### src/rtl/ldl_piso_serializer_if.sv
// ldl_piso_serializer_if: word-in / beat-out handshake bundle for the serializer.
interface ldl_piso_serializer_if #(
    parameter int WIDTH = 8,
    parameter int LEVEL = 4
);
    logic                   in_valid;
    logic                   in_ready;
    logic [LEVEL*WIDTH-1:0] in_data;
    logic                   out_valid;
    logic                   out_ready;
    logic [WIDTH-1:0]       out_data;
    logic                   out_last;
    logic                   busy;

    modport master (
        output in_valid, in_data, out_ready,
        input  in_ready, out_valid, out_data, out_last, busy
    );

    modport slave (
        input  in_valid, in_data, out_ready,
        output in_ready, out_valid, out_data, out_last, busy
    );
endinterface

### src/rtl/ldl_piso_serializer.sv
// ldl_piso_serializer: splits a LEVEL*WIDTH-bit word into LEVEL WIDTH-bit beats.
module ldl_piso_serializer #(
    parameter int WIDTH     = 8,
    parameter int LEVEL     = 4,
    parameter bit MSB_FIRST = 1'b1
) (
    input logic clk,
    input logic rst,
    ldl_piso_serializer_if.slave bus
);
    localparam int W  = LEVEL * WIDTH;
    localparam int CW = LEVEL > 1 ? $clog2(LEVEL) : 1;
    localparam logic [CW-1:0] LAST_CNT = CW'(LEVEL - 1);
    localparam logic [0:0] EMPTY   = 1'b0;
    localparam logic [0:0] SENDING = 1'b1;

    logic [0:0]    state;
    logic [W-1:0]  sreg;
    logic [CW-1:0] cnt;
    logic          last;
    logic          load;
    logic          fire;

    assign load          = bus.in_valid & bus.in_ready;
    assign fire          = state == SENDING & bus.out_ready;
    // A word can enter while the final beat of the previous one leaves.
    assign bus.in_ready  = state == EMPTY | (bus.out_ready & last);
    assign bus.out_valid = state == SENDING;
    assign bus.busy      = state == SENDING;
    assign bus.out_last  = last;
    assign bus.out_data  = MSB_FIRST ? sreg[W-1 -: WIDTH] : sreg[WIDTH-1:0];

    always_ff @(posedge clk) begin
        if (rst) begin
            state <= EMPTY;
            sreg  <= '0;
            cnt   <= '0;
            last  <= 1'b0;
        end else if (load) begin
            state <= SENDING;
            sreg  <= bus.in_data;
            cnt   <= '0;
            last  <= LEVEL == 1;
        end else if (fire) begin
            if (last) begin
                state <= EMPTY;
                last  <= 1'b0;
            end else begin
                sreg <= MSB_FIRST ? sreg << WIDTH : sreg >> WIDTH;
                cnt  <= cnt + 1'b1;
                last <= cnt == LAST_CNT - 1'b1;
            end
        end
    end
endmodule

### src/flat_wrapper.sv
// flat-port wrapper written by rule: the top's interface ports become plain ports
module ldl_piso_serializer_flat 
#(
    parameter int WIDTH     = 8,
    parameter int LEVEL     = 4,
    parameter bit MSB_FIRST = 1'b1
)
  (clk, rst, bus_in_valid, bus_in_data, bus_out_ready, bus_in_ready, bus_out_valid, bus_out_data, bus_out_last, bus_busy);
  ldl_piso_serializer_if #(.WIDTH(WIDTH), .LEVEL(LEVEL)) bus_i ();
  input logic clk;
  input logic rst;
  input wire logic [$bits(bus_i.in_valid)-1:0] bus_in_valid;
  input wire logic [$bits(bus_i.in_data)-1:0] bus_in_data;
  input wire logic [$bits(bus_i.out_ready)-1:0] bus_out_ready;
  output wire logic [$bits(bus_i.in_ready)-1:0] bus_in_ready;
  output wire logic [$bits(bus_i.out_valid)-1:0] bus_out_valid;
  output wire logic [$bits(bus_i.out_data)-1:0] bus_out_data;
  output wire logic [$bits(bus_i.out_last)-1:0] bus_out_last;
  output wire logic [$bits(bus_i.busy)-1:0] bus_busy;
  assign bus_i.in_valid = bus_in_valid;
  assign bus_i.in_data = bus_in_data;
  assign bus_i.out_ready = bus_out_ready;
  assign bus_in_ready = bus_i.in_ready;
  assign bus_out_valid = bus_i.out_valid;
  assign bus_out_data = bus_i.out_data;
  assign bus_out_last = bus_i.out_last;
  assign bus_busy = bus_i.busy;
  ldl_piso_serializer #(.WIDTH(WIDTH), .LEVEL(LEVEL), .MSB_FIRST(MSB_FIRST)) u_core (.clk(clk), .rst(rst), .bus(bus_i));
endmodule
### config.mk
export PLATFORM = sky130hd
export DESIGN_NAME = ldl_piso_serializer_flat
export DESIGN_NICKNAME = d
export VERILOG_FILES = /design/src/rtl/ldl_piso_serializer_if.sv /design/src/rtl/ldl_piso_serializer.sv /design/src/flat_wrapper.sv
export SDC_FILE = /design/constraint.sdc
export NUM_CORES = 1
export LEC_CHECK = 0
export BUFFER_PORTS_ARGS = -buffer_cell sky130_fd_sc_hd__buf_2
export CAP_MARGIN = 10
export CORE_AREA = 2 2 66 68
export CTS_CLUSTER_SIZE = 14
export DETAILED_ROUTE_END_ITERATION = 6
export DIE_AREA = 0 0 68 70
export GPL_TIMING_DRIVEN = 0
export PLACE_DENSITY = 0.83
export SLEW_MARGIN = 20
export SYNTH_ARGS = -nofsm -noshare
export SYNTH_HDL_FRONTEND = slang
export SYNTH_SLANG_ARGS = --single-unit
export TNS_END_PERCENT = 20
### constraint.sdc
create_clock -name clk -period 1.68 [get_ports clk]
set_clock_uncertainty 0.1 [all_clocks]
set_input_delay 0.168 -clock clk [delete_from_list [all_inputs] [get_ports clk]]
set_output_delay 0.168 -clock clk [all_outputs]
set_load 0.05 [all_outputs]
# --- Word-level counts from Yosys, hierarchy flattened ---
# Index checks and enable logic that the tools add are counted.
# Widths: inputs -> output; s select.
totals:
  register_bits: 36
  input_bits: 36
  elab_cells: 26
classes:
  addsub: 1
  n_eq_ne: 2
  muxes: 7
  bitwise_logic: 6
  reduce_logical: 6
ops:
  columns: ["cell", "count"]
  rows:
  - ["$mux 32", 3]
  - ["$reduce_and 2->1", 3]
  - ["$mux 1", 4]
  - ["$reduce_bool 2->1", 2]
  - ["$and 1x1->1", 3]
  - ["$add 2x1->2 const B", 1]
  - ["$eq 2x2->1 const B", 1]
  - ["$ne 2x2->1 const B", 1]
  - ["$not 1->1", 2]
  - ["$reduce_or 2->1", 1]
  - ["$or 1x1->1", 1]

# --- Longest topological paths before layout ---
# Gate-level depths: netlist of the first run.
logic_depth:
  word_depth: 5
  ltp_mapped: 6

# --- Least setup slack after synthesis of the first run ---
# No wires, ideal clock.
synth_timing:
  path_type: "register to register"
  startpoint: "register u_core.state, in the netlist u_core.bus.busy"
  endpoint: "register u_core.sreg[0]"
  setup_ns: 0.134
  arrival_time_ns: 1.505
  required_time_ns: 1.446
  path_slack_ns: -0.059
  stages_incl_launch_ff: 6
  path_buffers: 1
  path_cell_list: "dfxtp_1 > a21boi_4 > inv_2 > buf_2 > nand3_1 > a21oi_1"
synth_via:
  elab_chain_len: 5
  elab_cells_between_ends: 8
synth_rtl:
  columns: ["element", "line", "rtl"]
  rows:
  - ["start, declared", "ldl_piso_serializer.sv:17", "logic [0:0] state;"]
  - ["start signal, assigned", "ldl_piso_serializer.sv:35", "state <= EMPTY;"]
  - ["start signal, assigned", "ldl_piso_serializer.sv:40", "state <= SENDING;"]
  - ["start signal, assigned", "ldl_piso_serializer.sv:46", "state <= EMPTY;"]
  - ["$not 1->1 (*)", "ldl_piso_serializer.sv:27", "assign bus.in_ready = state == EMPTY | (bus.out_ready & last);"]
  - ["$or 1x1->1 (*)", "ldl_piso_serializer.sv:27", null]
  - ["via bus_in_ready", "flat_wrapper.sv:15", "output wire logic [$bits(bus_i.in_ready)-1:0] bus_in_ready;"]
  - ["$and 1x1->1 (*)", "ldl_piso_serializer.sv:24", "assign load = bus.in_valid & bus.in_ready;"]
  - ["$ne 2x2->1 (no source line) or $reduce_bool 2->1 (tied branches)", null, null]
  - ["$reduce_and 2->1 (no source line)", null, null]
  - ["end signal, assigned", "ldl_piso_serializer.sv:41", "sreg <= bus.in_data;"]
  - ["end signal, assigned", "ldl_piso_serializer.sv:49", "sreg <= MSB_FIRST ? sreg << WIDTH : sreg >> WIDTH;"]
  - ["end, declared", "ldl_piso_serializer.sv:18", "logic [W-1:0] sreg;"]
# The timed path passes the listed nets; every way through them passes the cells marked *.
# A chain may end at the register's enable or synchronous reset.

# --- Worst setup path in the final report of the first run ---
layout_timing:
  startpoint: "register u_core.state, in the netlist u_core.bus.busy"
  endpoint: "output port bus_in_ready"
layout_via:
  elab_chain_len: 2
layout_rtl:
  columns: ["element", "line"]
  rows:
  - ["$not 1->1", "ldl_piso_serializer.sv:27"]
  - ["$or 1x1->1", "ldl_piso_serializer.sv:27"]
  - ["end, declared", "flat_wrapper.sv:15"]
# Every way passes these cells.

==> reports/summary.txt, run 1 <==
Kind of critical path = reg2out
Max Used Layer = met4
Clock Power Share = 29.6%
Reg clk slew, reported paths = 0.07 ns
NetSw = 703 uW
Post-Syn Instances = 260
CP max FO = 10
Max frequency = 0.623 GHz
Largest net degree at the start of global routing = 11
CP Capture Type = output port
Clock Sinks = 36
Clock Tree Root = clkbuf_8
Metal3 WL = 313 um
Synthesis-stage register bit count = 36
Area of the mapped netlist = 2080 um2
CTS tree = built
Largest area contributor in the netlist = dfxtp_1
Critical path's slowest cell = dfxtp_2
Final Non-Filler Cells = 365
RSZ-0062 raised after global routing = false
Post-CTS resize count = 0
Met2 WL = 2650 um
Port bufs = 44
Leakage = 1.18 nW
DRT iter0 DRCs = 154
Synth top area share = 34.7%
Total Wirelength = 5370 um
Min-delay worst type = in2reg
Routed wire per std cell = 14.7 um
Worst r2r path cells = 5
EDFF count, synth = 0
# nets final = 349
Most used cell, CP = buf_2
Grt ovf = 0
Library cells used by synthesis = 26
Final core utilization = 59.5%
Mapped Nets = 297
DIE HEIGHT = 70 um
Design Area, Final = 2460 um2
Critical path cell sequence = a21boi_4, inv_2, buf_2, buf_2
Row cnt = 24
WHS = 0.0133 ns
Flop pwr share = 44.8%
Critical Path Source = u_core.bus.busy$_SDFFE_PP0P_
Most frequent cell after synthesis = nor2_1
Total Routing Usage GR = 23.9%
Post-Place Setup Slack = 0.207 ns
Initial antenna violation count = 0
Ant. Diodes = 0
Leading post-synthesis cells by cell area = dfxtp_1, o211a_1, nor2_1
Post-synth top flop = dfxtp_1
DRT met1 WL = 2290 um
Sw Share = 32.0%
First-pass GRT wire length = 8760 um
Worst Min Path Start = bus_in_data[14]
Post-route ant nets = 0
Top post-synthesis cells by count = nor2_1, dfxtp_1, a21oi_1
Setup Fix Bufs, Post-CTS = 1
CP Launch Type = flip-flop
Multi-input logic area = 1110 um2
Hold depth = 2
Endpoints failing setup = 0
Period utilization = 95.5%
Combinational power share = 25.7%
Peak supply drop = 0.437 mV
Yosys Warn Count = 0
Final max-slew violation count = 0
Core ar. = 4140 um2
Crit path time final = 1.61 ns
Ys async rst share = 0%
WP data required = 1.41 ns
Cts hold-fix bufs = 0
CTS Buffer Depth = 2
Worst EP arrival = 1.34 ns
Cells after DPL = 356
Initial Utilization = 50.2%
TritonCTS buffer count = 5
1st-pass router iterations = 4
Clock latency on the worst-skew pair = 0.29 ns
I/O pins = 48
Run status = finished clean
Cell-internal power = 1.50 mW
Setup TNS = 0 ns
Ratio of cells with drive above 1 in the final layout = 26.8%
FILL cells = 382
Max_cap viols = 0
Pwr dens = 892 nW/um2
Setup ws final = 0.0749 ns
Post-placement cell area = 2370 um2
Dpl hpwl = 3750 um
Worst reg2reg path startpoint = u_core.bus.out_last$_SDFFE_PP0P_
Register area share after synthesis = 34.7%
Vias in the first global route = 1,979
Die area = 4760 um2
Worst slew margin = 66.6%
Total power = 2.20 mW
# DRC = 0
Via density per instance = 5.62
CP max stage delay = 0.33 ns
H-tree levels = 2
Layout area overhead = 18.5%
Vias = 2,052
Global placement routability congestion = 0.877
Final hold vios = 0
FF+latch area = 723 um2
Slew at the pin closest to its max-slew limit = 0.501 ns
Post-Syn Area per Cell = 7.99 um2
Die W = 68 um
==> cell usage in the layout, fill, tap and decap left out <==
cell,count
dfxtp_2,2
o211a_1,24
clkbuf_1,12
clkbuf_8,6
nor3b_1,24
nand3_1,8
nor3_2,1
nand2_4,1
nand2b_1,2
or2_1,1
dfxtp_1,34
inv_1,2
buf_6,4
nand2_1,1
xnor2_1,1
a211oi_2,1
nand3b_1,2
buf_1,1
a21boi_4,1
a311oi_1,1
inv_2,1
buf_4,15
ha_1,1
buf_2,52
o21ai_0,24
nor2_1,49
a21oi_1,34
o211ai_1,8
==> cells by family after synthesis <==
family,count (synthesis),share of synthesized area [%]
xor+xnor,1,0.422
flops,36,34.7
simple gates,89,22.3
fa+ha+maj,1,0.602
compound gates,93,30.3
buf+inv,40,11.7
==> worst paths after layout <==
check	to	slack, ns
worst min-delay path	u_core.sreg[14]$_SDFFE_PP0P_	0.01
worst min register to register	u_core.sreg[1]$_SDFFE_PP0P_	0.40
worst max-delay path	bus_in_ready	0.07
worst max register to register	u_core.sreg[22]$_SDFFE_PP0P_	0.18
==> critical path, delay by kind of cell, from the launching register on <==
| kind | cells | cell delay (ns) |
|---|---|---|
| buf+inv | 3 | 0.56 |
| compound gates | 1 | 0.14 |
| flops | 1 | 0.33 |
==> power by group through the flow <==
stage          combinational [mW]  clock (mW)  sequential [mW]
2_1_floorplan               0.413           0            0.999
3_3_place_gp                0.541           0            0.999
3_5_place_dp                0.555           0             1.00
4_1_cts                     0.562       0.654            0.983
5_1_grt                     0.620       0.681            0.991
6_report                    0.564       0.650            0.984
==> area by class of cell <==
type                    count  share of cell area [%]
multi-input cells         184                    45.3
well taps                  52                    2.64
repair buffers             45                    9.24
plain buffers              37                    9.40
inverters                   3                   0.457
flip-flops and latches     36                    29.4
clock buffers               8                    3.66
==> sequential cells by signal, indices dropped and copies added, names as in the netlist <==
name and flops:
u_core.sreg 32, u_core.cnt 2, u_core.bus.busy 1, u_core.bus.out_last 1
==> layer usage <==
| layer | track usage [%] | vias up |
|---|---|---|
| met2 | 38.7 | 65 |
| met4 | 10.4 | 0 |
| met1 | 29.6 | 961 |
| met3 | 5.48 | 13 |
| li1 | - | 1013 |
| met5 | 0 | - |
Power figures use the tool's default switching activity.
==> run 2, diff against run 1 <==
--- a/config.mk
+++ b/config.mk
@@ -7,12 +7,14 @@
 export LEC_CHECK = 0
 export BUFFER_PORTS_ARGS = -buffer_cell sky130_fd_sc_hd__buf_2
 export CAP_MARGIN = 10
-export CORE_AREA = 2 2 66 68
+export CORE_AREA = 2 2 64 66
+export CTS_BUF_LIST = sky130_fd_sc_hd__clkbuf_8
 export CTS_CLUSTER_SIZE = 14
 export DETAILED_ROUTE_END_ITERATION = 6
-export DIE_AREA = 0 0 68 70
+export DIE_AREA = 0 0 66 68
 export GPL_TIMING_DRIVEN = 0
-export PLACE_DENSITY = 0.83
+export PLACE_DENSITY = 0.87
+export RECOVER_POWER = 25
 export SLEW_MARGIN = 20
 export SYNTH_ARGS = -nofsm -noshare
 export SYNTH_HDL_FRONTEND = slang
==> run 2 against run 1 <==
Compared with the run above: flip-flop and latch count did not move; total power fell by 3.2%; cell count fell by 0.82%; wire length fell by 3.4%; highest routed layer unchanged; first-iteration DRC count fell by 15%; critical path depth did not move; clock-buffer cell count fell by 3; sequential share of layout area rose by 0.30 points; worst setup slack got worse by 0.0038 ns; clock power fell by 9.4%; via count fell by 2.0%.
==> reports/summary.txt, run 2 (same netlist as run 1, synthesis figures left out) <==
Post-Place Setup Slack = 0.213 ns
Reg clk slew, reported paths = 0.08 ns
I/O pins = 48
CTS tree = built
Combinational power share = 26.1%
Cts hold-fix bufs = 0
Flop pwr share = 46.2%
Dpl hpwl = 3640 um
WP buf/inv = 3
Total Wirelength = 5180 um
# DRC = 0
# nets final = 349
FILL cells = 353
Vias in the first global route = 1,904
Final hold vios = 0
Worst reg2reg path startpoint = u_core.bus.busy$_SDFFE_PP0P_
Setup TNS = 0 ns
First-pass GRT wire length = 8340 um
Min-delay worst type = in2reg
Row cnt = 23
DIE HEIGHT = 68 um
Final max-slew violation count = 0
Max frequency = 0.622 GHz
WP data required = 1.41 ns
Largest register FFs = 32
Initial antenna violation count = 0
Worst slew margin = 60.7%
Endpoints failing setup = 0
Largest net degree at the start of global routing = 11
Port bufs = 44
Design Area, Final = 2440 um2
Slew at the pin closest to its max-slew limit = 0.591 ns
Most common cell after layout, fill and taps aside = nor2_1
RSZ-0062 raised after global routing = false
Grt ovf = 0
Clock latency on the worst-skew pair = 0.30 ns
Top reg by flops = u_core.sreg
Most used cell, CP = buf_2
1st-pass router iterations = 4
DRT iter0 DRCs = 131
Sw Share = 32.7%
Core ar. = 3860 um2
Critical Path Source = u_core.bus.busy$_SDFFE_PP0P_
Multi-input logic area = 1110 um2
Vias = 2,011
Total power = 2.13 mW
CP max FO = 10
NetSw = 697 uW
Run status = finished clean
Clock Tree Root = clkbuf_8
Die area = 4490 um2
Critical path cell sequence = a21boi_4, inv_2, buf_2, buf_2
Via density per instance = 5.56
Global placement routability congestion = 0.844
Setup ws final = 0.0711 ns
Die W = 66 um
FF+latch area = 723 um2
CP Capture Type = output port
Peak supply drop = 0.511 mV
Initial Utilization = 53.9%
Clock Sinks = 36
Layout area overhead = 17.3%
Crit path time final = 1.61 ns
Delay-heaviest family, CP = buffers and inverters
Post-route ant nets = 0
Ratio of cells with drive above 1 in the final layout = 24.4%
Routed wire per std cell = 14.3 um
CTS Buffer Depth = 2
Cell-internal power = 1.43 mW
Final Non-Filler Cells = 362
CP Launch Type = flip-flop
H-tree levels = 2
Critical path's slowest cell = dfxtp_2
Final core utilization = 63.2%
Total Routing Usage GR = 24.4%
CP max stage delay = 0.34 ns
Cells after DPL = 354
Clock Power Share = 27.7%
Period utilization = 95.8%
Post-placement cell area = 2360 um2
Max_cap viols = 0
Worst Min Path Start = bus_in_data[28]
Biggest regs = u_core.sreg x32, u_core.cnt x2
Commonest non-fill, non-tap cells in the layout = nor2_1, buf_2, a21oi_1, dfxtp_1
Kind of critical path = reg2out
WHS = 0.00621 ns
Leakage = 1.15 nW
Worst EP arrival = 1.34 ns
Ant. Diodes = 0
Pwr dens = 873 nW/um2
TritonCTS buffer count = 5
-- run 2: cell types whose count changed in the layout (fill, tap and decap cells not counted), sizes merged --
| cell | change |
|---|---|
| buf | -8 |
| clkbuf | +5 |
| clkinv | +1 |
| inv | +1 |
-- run 2: cell type report --
| class | count | area share [%] |
|---|---|---|
| Inverter | 3 | 0.462 |
| Timing Repair Buffer | 45 | 8.98 |
| Clock buffer | 5 | 2.82 |
| Buffer | 37 | 9.44 |
| Clock inverter | 2 | 0.359 |
| Multi-Input combinational cell | 184 | 45.7 |
| Sequential cell | 36 | 29.7 |
| Tap cell | 50 | 2.57 |
-- run 2: path summary, 6_finish.rpt --
check,endpoint,slack (ns),cells past startpoint
worst min-delay path,u_core.sreg[28]$_SDFFE_PP0P_,0.006,2
worst min register to register,u_core.cnt[1]$_SDFFE_PP0P_,0.38,2
worst max register to register,u_core.sreg[19]$_SDFFE_PP0P_,0.14,6
worst max-delay path,bus_in_ready,0.07,4
-- run 2: power groups by stage --
stage	clock network (mW)	logic [mW]	registers, mW
CTS	0.594	0.558	0.983
finish	0.589	0.556	0.984
global placement	0	0.540	0.999
floorplan	0	0.413	0.999
global route	0.636	0.608	0.992
detailed placement	0	0.552	1.00
-- run 2: what timing repair did --
item	4_1_cts	5_1_grt
endpoints found under the setup margin	1	0
hold endpoints to repair	0	0
gates resized for setup	0	0
setup buffers	1	0
-- run 2: metal layers --
layer  track usage, %  wire (um)
met4             10.5        113
met1             30.4       2270
met3             5.10        297
met5                0          0
met2             41.2       2500
-- run 2: worst register-to-register path: stages, from the launching register on --
cell and delay [ns]:
dfxtp_2 0.34, buf_4 0.16, nand2b_1 0.07, clkbuf_1 0.23, buf_2 0.28, a21oi_1 0.10
o211a_1 0.15
